[src/rtl/spmv_pkg.sv]
// Shared SpMV definitions: row-pointer FSM state encoding and data-width defaults.
package spmv_pkg;

  // Default width of CSR row pointers and per-row nnz counts.
  localparam int PTR_W_DEFAULT = 32;

  // Width of the row counter and of the running nnz total.
  localparam int ROW_CNT_W = 32;

  // Row-pointer to nnz-count generator states.
  typedef enum logic [1:0] {
    ST_IDLE  = 2'd0,
    ST_FIRST = 2'd1,
    ST_RUN   = 2'd2,
    ST_DRAIN = 2'd3
  } nnz_state_t;

endpackage

[src/rtl/row_nnz_gen_if.sv]
// Stream bundle for row_nnz_gen: CSR row-pointer input stream and per-row
// nnz-count (TIMES) output stream. The slave modport is the generator side.
interface row_nnz_gen_if
  import spmv_pkg::*;
#(
  parameter int PTR_W = PTR_W_DEFAULT
);

  logic [PTR_W-1:0] S_AXIS_ROWPTR_tdata;
  logic             S_AXIS_ROWPTR_tvalid;
  logic             S_AXIS_ROWPTR_tready;

  logic [PTR_W-1:0] M_AXIS_TIMES_tdata;
  logic             M_AXIS_TIMES_tvalid;
  logic             M_AXIS_TIMES_tready;

  modport slave (
    input  S_AXIS_ROWPTR_tdata,
    input  S_AXIS_ROWPTR_tvalid,
    output S_AXIS_ROWPTR_tready,
    output M_AXIS_TIMES_tdata,
    output M_AXIS_TIMES_tvalid,
    input  M_AXIS_TIMES_tready
  );

  modport master (
    output S_AXIS_ROWPTR_tdata,
    output S_AXIS_ROWPTR_tvalid,
    input  S_AXIS_ROWPTR_tready,
    input  M_AXIS_TIMES_tdata,
    input  M_AXIS_TIMES_tvalid,
    output M_AXIS_TIMES_tready
  );

endinterface

[src/rtl/row_nnz_out_reg.sv]
// One-deep valid/ready output register. Accepts a new word whenever it is
// empty or its current word leaves this cycle, so a continuously ready sink
// sees one word per cycle; a stalled word is held unchanged.
module row_nnz_out_reg #(
  parameter int W = 32
) (
  input  logic         clk,
  input  logic         rstn,
  input  logic         in_valid,
  input  logic [W-1:0] in_data,
  output logic         in_ready,
  output logic         out_valid,
  output logic [W-1:0] out_data,
  input  logic         out_ready
);

  assign in_ready = !out_valid || out_ready;

  // Load or hand off the buffered word; hold it while the sink stalls.
  always_ff @(posedge clk or negedge rstn) begin
    if (!rstn) begin
      out_valid <= 1'b0;
      out_data  <= '0;
    end else if (in_ready) begin
      out_valid <= in_valid;
      if (in_valid) begin
        out_data <= in_data;
      end
    end
  end

endmodule

[src/rtl/row_nnz_gen.sv]
// Converts a CSR row-pointer stream into per-row nnz counts (difference of
// consecutive pointers). A job consumes Row_Count+1 pointers and emits
// Row_Count counts; a decreasing pointer emits 0 and sets a sticky error.
// Optional feature macro ROW_NNZ_TOTAL_EN: when defined, Total_Nnz keeps a
// running sum of counts accepted downstream; otherwise it is tied to 0.
module row_nnz_gen
  import spmv_pkg::*;
#(
  parameter int PTR_W = PTR_W_DEFAULT
) (
  input  logic                 clk,
  input  logic                 rstn,
  row_nnz_gen_if.slave         axis,
  input  logic                 Start,
  input  logic [ROW_CNT_W-1:0] Row_Count,
  output logic                 Busy,
  output logic                 Done,
  output logic                 Err_Nonmono,
  output logic [ROW_CNT_W-1:0] Total_Nnz
);

  nnz_state_t           state;
  logic [ROW_CNT_W-1:0] rows_left;
  logic [PTR_W-1:0]     prev_ptr;
  logic [PTR_W-1:0]     cur_ptr;
  logic [PTR_W-1:0]     row_nnz;
  logic                 ptr_dec;
  logic                 in_ready;
  logic                 src_ready;
  logic                 in_fire;
  logic                 out_load;
  logic                 drain_ok;

  assign cur_ptr = axis.S_AXIS_ROWPTR_tdata;
  assign ptr_dec = cur_ptr < prev_ptr;
  assign row_nnz = ptr_dec ? '0 : (cur_ptr - prev_ptr);
  assign in_fire = src_ready && axis.S_AXIS_ROWPTR_tvalid;
  assign out_load = (state == ST_RUN) && in_fire;
  assign drain_ok = !axis.M_AXIS_TIMES_tvalid || axis.M_AXIS_TIMES_tready;
  assign Busy = (state != ST_IDLE);
  assign axis.S_AXIS_ROWPTR_tready = src_ready;

  // Input-side ready: always open for the first pointer, back-pressured by the output register while running, closed otherwise.
  always_comb begin
    src_ready = 1'b0;
    case (state)
      ST_FIRST: src_ready = 1'b1;
      ST_RUN:   src_ready = in_ready;
      default:  src_ready = 1'b0;
    endcase
  end

  row_nnz_out_reg #(
    .W(PTR_W)
  ) u_out_reg (
    .clk      (clk),
    .rstn     (rstn),
    .in_valid (out_load),
    .in_data  (row_nnz),
    .in_ready (in_ready),
    .out_valid(axis.M_AXIS_TIMES_tvalid),
    .out_data (axis.M_AXIS_TIMES_tdata),
    .out_ready(axis.M_AXIS_TIMES_tready)
  );

  // Job sequencing: latch the row count, track the previous pointer, flag decreases, and pulse Done once the output is empty.
  always_ff @(posedge clk or negedge rstn) begin
    if (!rstn) begin
      state       <= ST_IDLE;
      rows_left   <= '0;
      prev_ptr    <= '0;
      Done        <= 1'b0;
      Err_Nonmono <= 1'b0;
    end else begin
      Done <= 1'b0;
      case (state)
        ST_IDLE: begin
          if (Start) begin
            rows_left   <= Row_Count;
            Err_Nonmono <= 1'b0;
            state       <= ST_FIRST;
          end
        end
        ST_FIRST: begin
          if (in_fire) begin
            prev_ptr <= cur_ptr;
            state    <= (rows_left != '0) ? ST_RUN : ST_DRAIN;
          end
        end
        ST_RUN: begin
          if (in_fire) begin
            prev_ptr  <= cur_ptr;
            rows_left <= rows_left - 1'b1;
            if (ptr_dec) begin
              Err_Nonmono <= 1'b1;
            end
            if (rows_left == {{(ROW_CNT_W-1){1'b0}}, 1'b1}) begin
              state <= ST_DRAIN;
            end
          end
        end
        ST_DRAIN: begin
          if (drain_ok) begin
            Done  <= 1'b1;
            state <= ST_IDLE;
          end
        end
        default: state <= ST_IDLE;
      endcase
    end
  end

`ifdef ROW_NNZ_TOTAL_EN
  logic out_fire;
  assign out_fire = axis.M_AXIS_TIMES_tvalid && axis.M_AXIS_TIMES_tready;

  // Running total of counts as they leave downstream; cleared when a job starts, wraps naturally.
  always_ff @(posedge clk or negedge rstn) begin
    if (!rstn) begin
      Total_Nnz <= '0;
    end else if ((state == ST_IDLE) && Start) begin
      Total_Nnz <= '0;
    end else if (out_fire) begin
      Total_Nnz <= Total_Nnz + ROW_CNT_W'(axis.M_AXIS_TIMES_tdata);
    end
  end
`else
  assign Total_Nnz = '0;
`endif

endmodule

[src/flat_wrapper.sv]
// flat-port wrapper written by rule: the top's interface ports become plain ports
module row_nnz_gen_flat import spmv_pkg::*;
#(
  parameter int PTR_W = PTR_W_DEFAULT
)
  (clk, rstn, Start, Row_Count, Busy, Done, Err_Nonmono, Total_Nnz, axis_S_AXIS_ROWPTR_tdata, axis_S_AXIS_ROWPTR_tvalid, axis_S_AXIS_ROWPTR_tready, axis_M_AXIS_TIMES_tdata, axis_M_AXIS_TIMES_tvalid, axis_M_AXIS_TIMES_tready);
  row_nnz_gen_if #(.PTR_W(PTR_W)) axis_i ();
  input  logic clk;
  input  logic rstn;
  input  logic Start;
  input  logic [ROW_CNT_W-1:0] Row_Count;
  output logic Busy;
  output logic Done;
  output logic Err_Nonmono;
  output logic [ROW_CNT_W-1:0] Total_Nnz;
  input wire logic [$bits(axis_i.S_AXIS_ROWPTR_tdata)-1:0] axis_S_AXIS_ROWPTR_tdata;
  input wire logic [$bits(axis_i.S_AXIS_ROWPTR_tvalid)-1:0] axis_S_AXIS_ROWPTR_tvalid;
  output wire logic [$bits(axis_i.S_AXIS_ROWPTR_tready)-1:0] axis_S_AXIS_ROWPTR_tready;
  output wire logic [$bits(axis_i.M_AXIS_TIMES_tdata)-1:0] axis_M_AXIS_TIMES_tdata;
  output wire logic [$bits(axis_i.M_AXIS_TIMES_tvalid)-1:0] axis_M_AXIS_TIMES_tvalid;
  input wire logic [$bits(axis_i.M_AXIS_TIMES_tready)-1:0] axis_M_AXIS_TIMES_tready;
  assign axis_i.S_AXIS_ROWPTR_tdata = axis_S_AXIS_ROWPTR_tdata;
  assign axis_i.S_AXIS_ROWPTR_tvalid = axis_S_AXIS_ROWPTR_tvalid;
  assign axis_S_AXIS_ROWPTR_tready = axis_i.S_AXIS_ROWPTR_tready;
  assign axis_M_AXIS_TIMES_tdata = axis_i.M_AXIS_TIMES_tdata;
  assign axis_M_AXIS_TIMES_tvalid = axis_i.M_AXIS_TIMES_tvalid;
  assign axis_i.M_AXIS_TIMES_tready = axis_M_AXIS_TIMES_tready;
  row_nnz_gen #(.PTR_W(PTR_W)) u_core (.clk(clk), .rstn(rstn), .axis(axis_i), .Start(Start), .Row_Count(Row_Count), .Busy(Busy), .Done(Done), .Err_Nonmono(Err_Nonmono), .Total_Nnz(Total_Nnz));
endmodule
[config.mk]
export PLATFORM = sky130hd
export DESIGN_NAME = row_nnz_gen_flat
export DESIGN_NICKNAME = d
export VERILOG_FILES = /design/src/rtl/spmv_pkg.sv /design/src/rtl/row_nnz_gen_if.sv /design/src/rtl/row_nnz_out_reg.sv /design/src/rtl/row_nnz_gen.sv /design/src/flat_wrapper.sv
export SDC_FILE = /design/constraint.sdc
export NUM_CORES = 1
export LEC_CHECK = 0
export ABC_CLOCK_PERIOD_IN_PS = 3300
export CORE_UTILIZATION = 53
export DETAILED_ROUTE_END_ITERATION = 10
export PLACE_DENSITY = 0.92
export SYNTH_ARGS = -nofsm -noshare
export SYNTH_HDL_FRONTEND = slang
export SYNTH_SLANG_ARGS = --single-unit
[constraint.sdc]
create_clock -name clk -period 3.3 [get_ports clk]
set_clock_uncertainty 0.15 [all_clocks]
set_input_delay 0.66 -clock clk [delete_from_list [all_inputs] [get_ports clk]]
set_output_delay 0.66 -clock clk [all_outputs]
set_load 0.005 [all_outputs]
; ---- Yosys cells after proc, flatten, opt, wreduce, memory -nomap -nowiden
; Cells that the tools add are included.
[word_totals]
register_bits = 101
in_bits = 69
output_inout_bits = 69
word_cells = 52
[classes]
add_sub_neg = 2
n_lt_le_gt_ge = 1
n_eq_ne = 10
n_mux = 18
n_reduce_logical = 14
[op_table]
columns = operator, count
row1 = 32-bit two-way mux, 3
row2 = 32-bit one-hot mux with 2 select lines, 1
row3 = 32-bit by 1-bit == test with 1-bit output (second input constant), 1
row4 = 32-bit < comparator, 1
row5 = 32-bit nonzero test, 1
row6 = 32-bit by 1-bit subtractor with 32-bit output (second input constant), 1
row7 = 32-bit subtractor, 1
row8 = 2-bit two-way mux, 5
row9 = 2-bit by 1-bit != test with 1-bit output (second input constant), 4
row10 = 2-bit one-hot mux with 4 select lines, 1
row11 = 1-bit two-way mux, 6
row12 = 5-bit AND reduction, 1
row13 = 2-bit == test (second input constant), 2
row14 = 2-bit != test (second input constant), 2
row15 = 1-bit one-hot mux with 2 select lines, 2
row16 = 2-bit AND reduction, 2
row17 = 4-bit AND reduction, 1
row18 = 2-bit nonzero test, 2
row19 = 3-bit AND reduction, 1
row20 = 2-bit by 1-bit == test with 1-bit output (second input constant), 1
row21 = 1-bit logical AND, 2
row22 = 2-bit zero test, 1
row23 = 2-bit OR reduction, 1
row24 = 1-bit zero test, 1
row25 = 1-bit logical OR, 1

; ---- Depth between registers and ports, before layout
[depth]
word_depth = 6
depth_mapped = 13
mapped_depth_nobuf = 11

; ---- Modules after synthesis
; Synthesis repeated with hierarchy kept, for this count alone.
[unflattened]
hier_cells = 750
area_unflattened_um2 = 6981.7
[by_module_without_submodules]
columns = module, n_inst, cells_each, area_per_inst_um2, seq_area_each_um2
row1 = row_nnz_gen, 1, 679, 5590.4, 1701.6
row2 = row_nnz_out_reg, 1, 71, 1391.3, 825.8

; ---- Worst setup path before layout
; OpenSTA, ideal clock, no wires.
[synth_path]
kind = input to register
startpoint = input axis_S_AXIS_ROWPTR_tdata[0]
endpoint = register u_core.u_out_reg.out_data[13]
setup_time_ps = 121
t_arrival_ps = 2984
required_time_ps = 3029
setup_slack_ps = 45
path_stages = 13
n_path_buf = 2
cell_sequence = inv_1 > ha_1 > inv_1 > fa_1 > a21o_1 > a221oi_2 > a21boi_0 > o31ai_1 > a21o_1 > buf_2 > nor2_1 > buf_2 > a22o_1
[synth_between]
elab_chain_len = 2
word_cells_on_any_way = 3
classes_between = 1 x add/sub / 1 x order compare / 1 x mux
[synth_lines]
columns = element, line
row1 = "start, declared", flat_wrapper.sv:16  ; input wire logic [$bits(axis_i.S_AXIS_ROWPTR_tdata)-1:0] axis_S_AXIS_ROWPTR_tdata;
row2 = 32-bit subtractor or 32-bit < comparator (tied branches), "row_nnz_gen.sv:36, row_nnz_gen.sv:35"
row3 = 32-bit two-way mux *, row_nnz_gen.sv:36  ; assign row_nnz = ptr_dec ? '0 : (cur_ptr - prev_ptr);
row4 = "end signal, assigned", row_nnz_out_reg.sv:27  ; out_data <= in_data;
row5 = "end, declared", row_nnz_out_reg.sv:13  ; output logic [W-1:0] out_data,
; Every way passes the cells marked *; elsewhere a longest branch is shown, timed or not.
; A chain may end at the register's enable or synchronous reset.

; ---- Worst setup path in the final report
[layout_path]
startpoint = input axis_S_AXIS_ROWPTR_tdata[8]
endpoint = register u_core.u_out_reg.out_data[31]
; The elaborated chain is that of the path after synthesis.

==> impl_summary.txt <==
----------------------------------------------------
[Run status]
  Status ... finished clean

[Power and ir drop]
  Net switching component of the power ... 3.68 mW
  Portion of total power attributed to sequential cells ... 26.5%
  Maximum vdd drop ... 564 µV
  Portion of total power attributed to the clock network ... 14.2%
  Combinational fraction of design power ... 59.3%
  Design Power ... 8.61 mW
  Pwr dens ... 959 nW/µm²
  Internal power ... 4.92 mW
  Switching Fraction ... 42.8%
  Leakage ... 4.02 nW

[Route]
  Via total after detailed routing ... 6646
  Average wire per standard cell ... 16.3 µm
  Number of routed nets with antenna violations ... 0
  Final routed wirelength across all metal layers ... 18600 µm
  TritonRoute pass-1 iters ... 5
  Initial detailed-routing violation count ... 536
  DRC violations left ... 0
  Via density per instance ... 5.84

[Clock tree]
  Number of buffers inserted during clock tree synthesis ... 9
  Clock transition time at the flip-flop clock pins of the worst setup and hold paths ... 70 ps
  Clock Path Buffers ... 2
  Clock insertion delay at the later pin of the skew report ... 350 ps
  # H-tree levels ... 3
  Root buffer cell ... clkbuf_16
  Clock tree from TritonCTS ... yes
  Total number of clock tree sinks ... 101

[Final layout]
  Final core utilization ... 71.1%
  Layout net count ... 1069
  Share of cells above drive strength 1 ... 15.3%
  Number of antenna diodes ... 0
  Final Instance Area ... 8980 µm²
  P&R area growth vs syn ... 30.8%
  Finished Layout Cells ... 1138

[GRT]
  Antenna violations before repair ... 0
  Global-route congestion overflow total ... 0
  Number of global-route vias before repair ... 6326
  Wire length of the first global-routing pass ... 29800 µm
  Total routing resource utilization after global routing ... 28.2%
  Largest net degree at the start of global routing ... 65

[Synth]
  Fraction of registers with async set or reset after synthesis ... 100%
  Synth top area cells ... dfrtp_1 37%, ha_1 6.9%, o21ai_0 5.3%
  Post-synth top area cell ... dfrtp_1
  Top-area cell type share of the netlist area ... 36.8%
  Adder-cell area share of the yosys netlist ... 7.22%
  Count of flip-flops with a built-in enable after synthesis ... 0
  Count of unique library cells instantiated by Yosys ... 64
  Main combinational cell family by area after synthesis ... compound AO/OA/AOI/OAI gates
  Proportion of synthesized chip area in sequential cells ... 36.8%
  Synth Instances ... 794
  Cell Area, Synth ... 6860 µm²
  Flip-flop and latch count after synthesis ... 101
  Area fraction in compound gates after synthesis ... 25.1%
  Fraction of the mapped netlist area in simple logic gates ... 17.7%
  Dominant synthesized flop cell ... dfrtp_1
  Mux cell area share after synthesis ... 1.95%
  Average footprint of a synthesized cell ... 8.64 µm²
  XOR/XNOR share of the synthesized area ... 2.81%
  Total of warnings raised by yosys ... 0

[Setup path]
  Startpoint Class ... input pin
  Endpoint kind of the worst setup timing path ... flop
  Source of the critical timing path ... axis_S_AXIS_ROWPTR_tdata[8]
  Worst-path fanout max ... 3
  CP Data Required Time ... 3390 ps
  Reg-to-reg startpoint ... u_core.rows_left[0]
  Type of the setup path with the least slack ... input pin to flop
  Arrival time at the worst endpoint ... 3390 ps

[Floorplanning]
  Height of the chip ... 116 µm
  Initial standard-cell utilization of the core ... 54.4%
  Number of ports placed on the die boundary ... 138
  Core ar. ... 12600 µm²
  Width of the die ... 116 µm
  Site row count ... 41
  Full die area ... 13400 µm²

[STA]
  Achievable frequency ... 303 MHz
  Slew at the pin closest to its max-slew limit ... 729 ps
  Number of max-slew violations in the final report ... 0
  Hold violation count in the final report ... 0
  Time the final worst path needs with I/O delays and setup ... 3300 ps
  Worst hold slack ... 212 ps
  Finish-stage setup viols ... 0
  Tcrit/Tclk final ... 100%
  Relative slew slack ... 51.4%

[Placed design]
  Final weighted congestion of routability-driven global placement ... 0.908
  Placed cells ... 1118
  Number of buffer cells added on primary ports ... 105
  HPWL reported at the end of detailed placement ... 13400 µm
  Area post-placement ... 8530 µm²

[Worst hold path]
  Min-delay worst type ... input pin to asynchronous set/reset pin

[Flow run]
  Reported max-cap violation count ... 0

----------------------------------------------------
-- cell usage after synthesis (all sizes together) (15+ instances only) --
cell type,instances
clkbuf,30
o21ai,75
ha,38
buf,39
nand2,82
nor3,18
dfrtp,101
a21oi,55
a21o,28
o31ai,15
nand3,31
inv,49
o22ai,31
nor2,30
-- power groups by stage --
stage / clock, mW / sequential [mW] / combinational, mW
after CTS: 1.24 / 2.26 / 4.97
after global placement: 0 / 2.24 / 4.71
final: 1.22 / 2.28 / 5.10
after global routing: 1.29 / 2.34 / 5.64
after floorplan: 0 / 2.18 / 3.16
after detailed placement: 0 / 2.27 / 4.89
-- kinds of logic (layout without fill, tap and decap cells) --
kind of cell / count (synthesis) / in the layout
AND/OR/NAND/NOR: 230 / 230
AO/OA/AOI/OAI: 270 / 270
adder cells (fa/ha/maj): 39 / 39
buffers and inverters: 118 / 259
flip-flops: 101 / 101
XOR/XNOR: 22 / 22
multiplexers: 13 / 13
other: 1 / 32
-- final timing paths --
| path | end | slack [ps] | cells past startpoint |
|---|---|---|---|
| min in group clk | u_core.u_out_reg.out_data[8] | 330 | 2 |
| hold / removal | u_core.rows_left[8] | 210 | 1 |
| max in group asynchronous | u_core.prev_ptr[23] | 2080 | 2 |
| setup / recovery | u_core.u_out_reg.out_data[31] | 0.7 | 10 |
| setup reg to reg | u_core.rows_left[14] | 290 | 9 |
| hold reg to reg | u_core.u_out_reg.out_data[8] | 330 | 2 |
-- cell type report --
type	instances	area [µm²]
Multi-Input combinational cell	606	3980
Fill cell	939	3640
Sequential cell	101	2530
Timing Repair Buffer	194	1730
Clock buffer	12	246
Tap cell	172	215
Inverter	49	184
Clock inverter	4	95.1
-- per-layer routing --
metal | wire [µm] | track usage [%] | vias to the layer above
met1 | 7690 | 35.3 | 3191
li1 | - | - | 3177
met5 | 0 | 0 | -
met4 | 468 | 10.6 | 0
met3 | 1040 | 5.44 | 37
met2 | 9360 | 48.5 | 241
-- sequential cells by signal, summed over array words and instances (netlist names) --
signal                      count
u_core.u_out_reg.out_data      32
u_core.rows_left               32
u_core.state                    2
u_core.u_out_reg.out_valid      1
u_core.prev_ptr                32
u_core.Err_Nonmono              1
u_core.Done                     1
-- metrics by stage --
step                TNS, ps  setup slack, ps
CTS                       0             9.03
floorplan                 0             45.4
detailed placement   -13410             -543
global placement     -10230             -456
global route          -78.2            -78.2
finish                    0            0.718
-- worst max-delay path, cell delays in order --
cell	delay [ps]
clkdlybuf4s50_1	550
ha_4	240
a21o_1	190
a221oi_2	300
buf_4	180
and4b_1	200
a21oi_2	190
a21oi_1	120
or4_1	510
a32o_1	250
-- cell usage in the layout, fill, tap and decap left out, types with 11 or more instances in the layout --
cell and count:
clkdlybuf4s50_1 103, a21oi_1 51, xnor2_1 11, o22ai_1 31, dfrtp_1 101, o21ai_0 73
xor2_1 11, buf_4 89, ha_1 35, conb_1 32, nor2_1 29, nor3_1 15
a22o_1 11, nand2_1 81, nand3_1 29, o31ai_1 15, inv_1 48, a21o_1 28
-- repair_timing --
action | 4_1_cts | 5_1_grt
hold buffers | 0 | 0
pin swaps | 3 | 6
buffers inserted | 1 | 3
endpoints found under the setup margin | 17 | 24
resized for setup | 5 | 13
(Power assumes the default switching activity.)
==> RTL change 1 (config.mk and constraints unchanged) <==
Encoding of `nnz_state_t`: now one-hot (4 bits for 4 states).
--- a/src/rtl/spmv_pkg.sv
+++ b/src/rtl/spmv_pkg.sv
@@ -10,7 +10,7 @@
   // Row-pointer to nnz-count generator states.
-  typedef enum logic [1:0] {
-    ST_IDLE  = 2'd0,
-    ST_FIRST = 2'd1,
-    ST_RUN   = 2'd2,
-    ST_DRAIN = 2'd3
+  typedef enum logic [3:0] {
+    ST_IDLE  = 4'b0001,
+    ST_FIRST = 4'b0010,
+    ST_RUN   = 4'b0100,
+    ST_DRAIN = 4'b1000
   } nnz_state_t;
Formal check against the unedited RTL: no difference found for any inputs over 4 cycles, from zero or initial values and one cycle with rstn low; so few cycles prove little.
==> RTL change 1 against the original RTL <==
Global-route usage shrank 1.5 points. Setup slack improved by 0.041 ns. Fmax is 1.3% higher. Sequential power up 4%. Non-clock buffer count down 25. Count of clock-buffer cells in the layout down 2. Synthesized area grew 0.15%. Worst hold slack lost 0.12 ns. Total power decreased by 3.3%. Cell area shrank 2.3%. Sequential cell count up 2. Cell count shrank 3.3%. Wire length decreased by 4.1%. Largest cell class unchanged.
==> RTL change 1: results (changes against the original RTL) <==
{| class="wikitable"
! Metric !! Value
|-
| DRC errors left || 0 (unchanged)
|-
| Wirelength per Cell || 16.2 um (-0.74%)
|-
| # port buffers || 105 (unchanged)
|-
| Dpl ws || -0.467 ns (+0.0752 ns)
|-
| Critical path capture point || u_core.u_out_reg.out_data[31]$_DFFE_PN0P_
|-
| Routability Congestion || 0.900 (-0.94%)
|-
| Outcome || finished clean
|-
| Maximum ir drop on the vdd rail || 0.000529 V (-6.3%)
|-
| Largest stage delay, worst path || 0.48 ns (-0.07 ns)
|-
| Wire length of the first global-routing pass || 28200 um (-5.3%)
|-
| Cell depth of the worst flop-to-flop path || 11 (+2)
|-
| Post-Route Hold Slack || 0.0910 ns (-0.121 ns)
|-
| Share of final-layout standard cells stronger than drive strength 1 || 15.5% (+0.20 points)
|-
| Post-layout nets || 1029 (-3.7%)
|-
| Post-synthesis sequential area ratio || 37.5% (+0.69 points)
|-
| Instance area after placement || 8370 um^2 (-1.8%)
|-
| Number of global-route vias before repair || 6002 (-5.1%)
|-
| Data arrival, critical path || 3.36 ns (-0.03 ns)
|-
| Actual slew at the worst max-slew pin || 0.644 ns (-0.0850 ns)
|-
| Clock slew at reported path FFs || 0.07 ns (about the same)
|-
| Vias post-DR || 6440 (-3.1%)
|-
| Slack of the worst reg-to-reg path || 0.31 ns (+0.02 ns)
|-
| Total leakage power || 3.88 nW (-3.3%)
|-
| Reg-to-Reg End || u_core.u_out_reg.out_data[22]$_DFFE_PN0P_
|-
| Post-route core utilization || 69.5% (-1.6 points)
|-
| Insertion delay of the later-clocked pin in the worst-skew pair || 0.35 ns (about the same)
|-
| Number of warnings printed during yosys synthesis || 0 (unchanged)
|-
| Starting DRC count in detailed routing || 658 (+23%)
|-
| All-layer global routing usage || 26.8% (-1.5 points)
|-
| Number of different library cells in the post-synthesis netlist || 75 (+17%)
|-
| Fill cell instance count of the final layout || 909 (-3.2%)
|-
| Worst flop-to-flop path startpoint || u_core.prev_ptr[0]$_DFFE_PN0P_
|-
| Top cells by instance count after synthesis || dfrtp_1 (102), nand2_1 (78), a21oi_1 (70), nor2_1 (51), inv_1 (47)
|-
| Cells taking the most area after synthesis || dfrtp_1 (37%), ha_1 (6.2%), a21oi_1 (5.1%), mux2_2 (5.1%), nand2_1 (4.3%)
|-
| Half-perimeter wire length after placement || 12600 um (-6.6%)
|-
| Switching portion of total power || 42.0% (-0.81 points)
|}
RTL change 1: timing repair:
action,CTS,global route
setup endpoints to repair,28,32
setup buffers,1,1
pin swaps,3,13
resized for setup,6,17
RTL change 1: logic make-up (layout without fill, tap and decap cells):
kind of cell             count (synthesis)  after routing  share of synthesized area, %
multiplexers                            32             32                          5.22
adder cells (fa/ha/maj)                 35             35                          6.48
AND/OR/NAND/NOR                        225            225                          16.7
flip-flops                             103            103                          37.5
buffers and inverters                  114            230                          8.34
AO/OA/AOI/OAI                          246            246                          22.5
XOR/XNOR                                25             25                          3.19
other                                    1             32                        0.0546
RTL change 1: cell type report:
cell class / count / share of cell area [%]
well taps: 172 / 2.45
clock inverters: 4 / 0.827
flip-flops and latches: 103 / 29.4
clock buffers: 10 / 2.61
inverters: 47 / 2.01
multi-input cells: 595 / 44.8
repair buffers: 169 / 17.9
RTL change 1: power by group through the flow:
stage | sequential (mW) | clock, mW | combinational (mW)
finish | 2.38 | 1.13 | 4.81
global route | 2.44 | 1.19 | 5.28
CTS | 2.36 | 1.14 | 4.64
detailed placement | 2.37 | 0 | 4.56
global placement | 2.35 | 0 | 4.40
floorplan | 2.23 | 0 | 3.03
RTL change 1: how the worst min path moves through the flow:
stage | end | depth (start not counted) | start
after floorplan | u_core.Done$_DFF_PN0_ | 0 | rstn
after global placement | u_core.u_out_reg.out_data[9]$_DFFE_PN0P_ | 2 | u_core.u_out_reg.out_data[9]$_DFFE_PN0P_
after detailed placement | u_core.u_out_reg.out_data[15]$_DFFE_PN0P_ | 2 | u_core.u_out_reg.out_data[15]$_DFFE_PN0P_
after CTS | u_core.rows_left[3]$_DFFE_PN0P_ | 1 | rstn
after global routing | u_core.rows_left[1]$_DFFE_PN0P_ | 1 | rstn
final | u_core.rows_left[3]$_DFFE_PN0P_ | 1 | rstn
RTL change 1: through the flow:
step                total power [mW]  std cells
floorplan                       5.26        812
global placement                6.75       1084
detailed placement              6.94       1084
CTS                             8.14       1099
global route                    8.91       1100
finish                          8.32       1100
RTL change 1: layer usage:
metal | global-route usage [%] | vias up | share of wire [%]
met5 | 0 | - | 0
met4 | 8.97 | 0 | 2.6
met3 | 4.76 | 45 | 5.9
met2 | 45.3 | 269 | 49
met1 | 34.8 | 3090 | 42
li1 | - | 3036 | -
==> RTL change 2 (config.mk and constraints unchanged) <==
Without the edit above. Set the package constant `PTR_W_DEFAULT` to 40 (it was 32).
--- a/src/rtl/spmv_pkg.sv
+++ b/src/rtl/spmv_pkg.sv
@@ -4,3 +4,3 @@
   // Default width of CSR row pointers and per-row nnz counts.
-  localparam int PTR_W_DEFAULT = 32;
+  localparam int PTR_W_DEFAULT = 40;
 
Interface: changed (resized axis_M_AXIS_TIMES_tdata and axis_S_AXIS_ROWPTR_tdata); port bits go from 138 to 154. The function was not compared with the original's and may differ.
==> RTL change 2 against the original RTL <==
Total power is 27% higher. Sequential cell count is 16 higher. Synthesized area is 14% higher. Sequential power is 13% higher. Setup slack better by 0.063 ns. Wire length is 20% higher. Cell area is 19% higher. Critical path type unchanged. Largest power group unchanged.
==> RTL change 2: results (changes against the original RTL) <==
{| class="wikitable"
! Metric !! Value
|-
| Outcome || finished clean
|-
| Post-synthesis sequential area ratio || 37.4% (+0.53 points)
|-
| Reg-to-Reg End || u_core.u_out_reg.out_data[28]$_DFFE_PN0P_
|-
| Area fraction in compound gates after synthesis || 24.8% (-0.31 points)
|-
| Total leakage power || 4.71 nW (+17%)
|-
| Worst hold-check path type || flop to flop
|-
| # H-tree levels || 4 (+1)
|-
| Layout area overhead || 36.1%
|-
| Number of global-route vias before repair || 7653 (+21%)
|-
| Largest stage delay, worst path || 0.45 ns (-0.10 ns)
|-
| Startpoint of the worst setup timing path || axis_S_AXIS_ROWPTR_tdata[2]
|-
| First-pass detailed-route iteration total || 7 (+2)
|-
| Cells taking the most area after synthesis || dfrtp_1 (37%), ha_1 (7.3%), nand2_1 (6.2%), o21ai_0 (5.6%), a21oi_1 (4.2%)
|-
| Xor/xnor share of the synthesized area || 4.02% (+1.2 points)
|-
| Buffers inserted during post-CTS setup optimization || 9 (+8)
|-
| Slack of the worst reg-to-reg path || 0.27 ns (-0.02 ns)
|-
| Instance area after placement || 9930 um^2 (+16%)
|-
| Final routed wirelength across all metal layers || 22300 um (+20%)
|-
| Worst flop-to-flop path startpoint || u_core.prev_ptr[0]$_DFFE_PN0P_
|-
| # port buffers || 121 (+15%)
|-
| Adder-cell share of the synthesized area || 7.60% (+0.38 points)
|-
| Number of different library cells in the post-synthesis netlist || 75 (+17%)
|-
| Half-perimeter wire length after placement || 15600 um (+16%)
|-
| Routability Congestion || 0.906 (-0.29%)
|-
| Worst max-slew margin expressed relative to the limit || 56.0% (+4.6 points)
|-
| Kind of cell adding the most delay to the critical path || buffers and inverters
|-
| Clock slew at reported path FFs || 0.05 ns (-0.02 ns)
|-
| Pin count of the biggest net entering global routing || 79 (+22%)
|-
| Antenna diodes || 0 (unchanged)
|-
| Number of buffers added by the clock tree synthesis step || 17 (+8)
|-
| Number of placed instances, taps included || 1296 (+16%)
|-
| Wirelength per Cell || 16.7 um (+2.6%)
|-
| Gate count of the mapped netlist || 923 (+16%)
|-
| Worst path slowest cell || clkdlybuf4s50_1
|-
| Critical path capture point || u_core.u_out_reg.out_data[6]$_DFFE_PN0P_
|-
| Top cells by instance count after synthesis || nand2_1 (130), dfrtp_1 (117), o21ai_0 (87), a21oi_1 (65), inv_1 (54)
|-
| Insertion delay of the later-clocked pin in the worst-skew pair || 0.42 ns (+0.07 ns)
|-
| All-layer global routing usage || 30.0% (+1.7 points)
|-
| Multiplexer fraction of the synthesized cell area || 1.31% (-0.64 points)
|-
| Data arrival, critical path || 3.41 ns (+0.02 ns)
|-
| Via density || 5.90 (+0.97%)
|-
| Share of final-layout standard cells stronger than drive strength 1 || 17.7% (+2.4 points)
|}
RTL change 2: changes by cell type after synthesis, sizes merged, moves of 8 or more:
cell   change
xnor2      +8
ha         +8
nand2     +48
nor2       +9
a21o      -11
dfrtp     +16
o21ai     +18
a21oi     +13
o31ai     +25
a22o      -10
RTL change 2: layout make-up:
| cell class | count | area (um^2) |
|---|---|---|
| fill | 967 | 3810 |
| clock buffer | 24 | 502 |
| clock inverter | 5 | 25.0 |
| timing repair buffer | 250 | 2260 |
| inverter | 54 | 203 |
| multi-input combinational | 702 | 4520 |
| tap | 184 | 230 |
| sequential | 117 | 2930 |
RTL change 2: per-stage QoR:
stage	setup slack, ns	hold WS (ns)
after global placement	-0.405	0.315
after CTS	0.00657	0.328
after floorplan	0.0251	0.214
after global routing	-0.000276	0.372
after detailed placement	-0.495	0.317
final	0.0637	0.325
RTL change 2: cell families after synthesis:
group	after synthesis
multiplexers	10
AND/OR/NAND/NOR	277
other	1
adder cells (fa/ha/maj)	47
flip-flops	117
AO/OA/AOI/OAI	300
buffers and inverters	135
XOR/XNOR	36
RTL change 2: where the power goes:
group / leakage [nW] / switching, mW / internal (mW) / total, mW
sequential: 1.45 / 0.495 / 2.08 / 2.58
clock: 0.267 / 0.627 / 1.04 / 1.66
combinational: 2.99 / 3.51 / 3.16 / 6.67
total: 4.71 / 4.64 / 6.28 / 10.9
RTL change 2: layer usage:
metal  share of wire (%)  wire length (um)  global-route usage (%)  vias up
met5                   0                 0                       0        -
met4                 3.4               750                    13.9        0
met3                 6.7              1500                    6.27       71
met1                  40              9040                    36.4     3764
li1                    -                 -                       -     3677
met2                  49             11000                    50.8      366
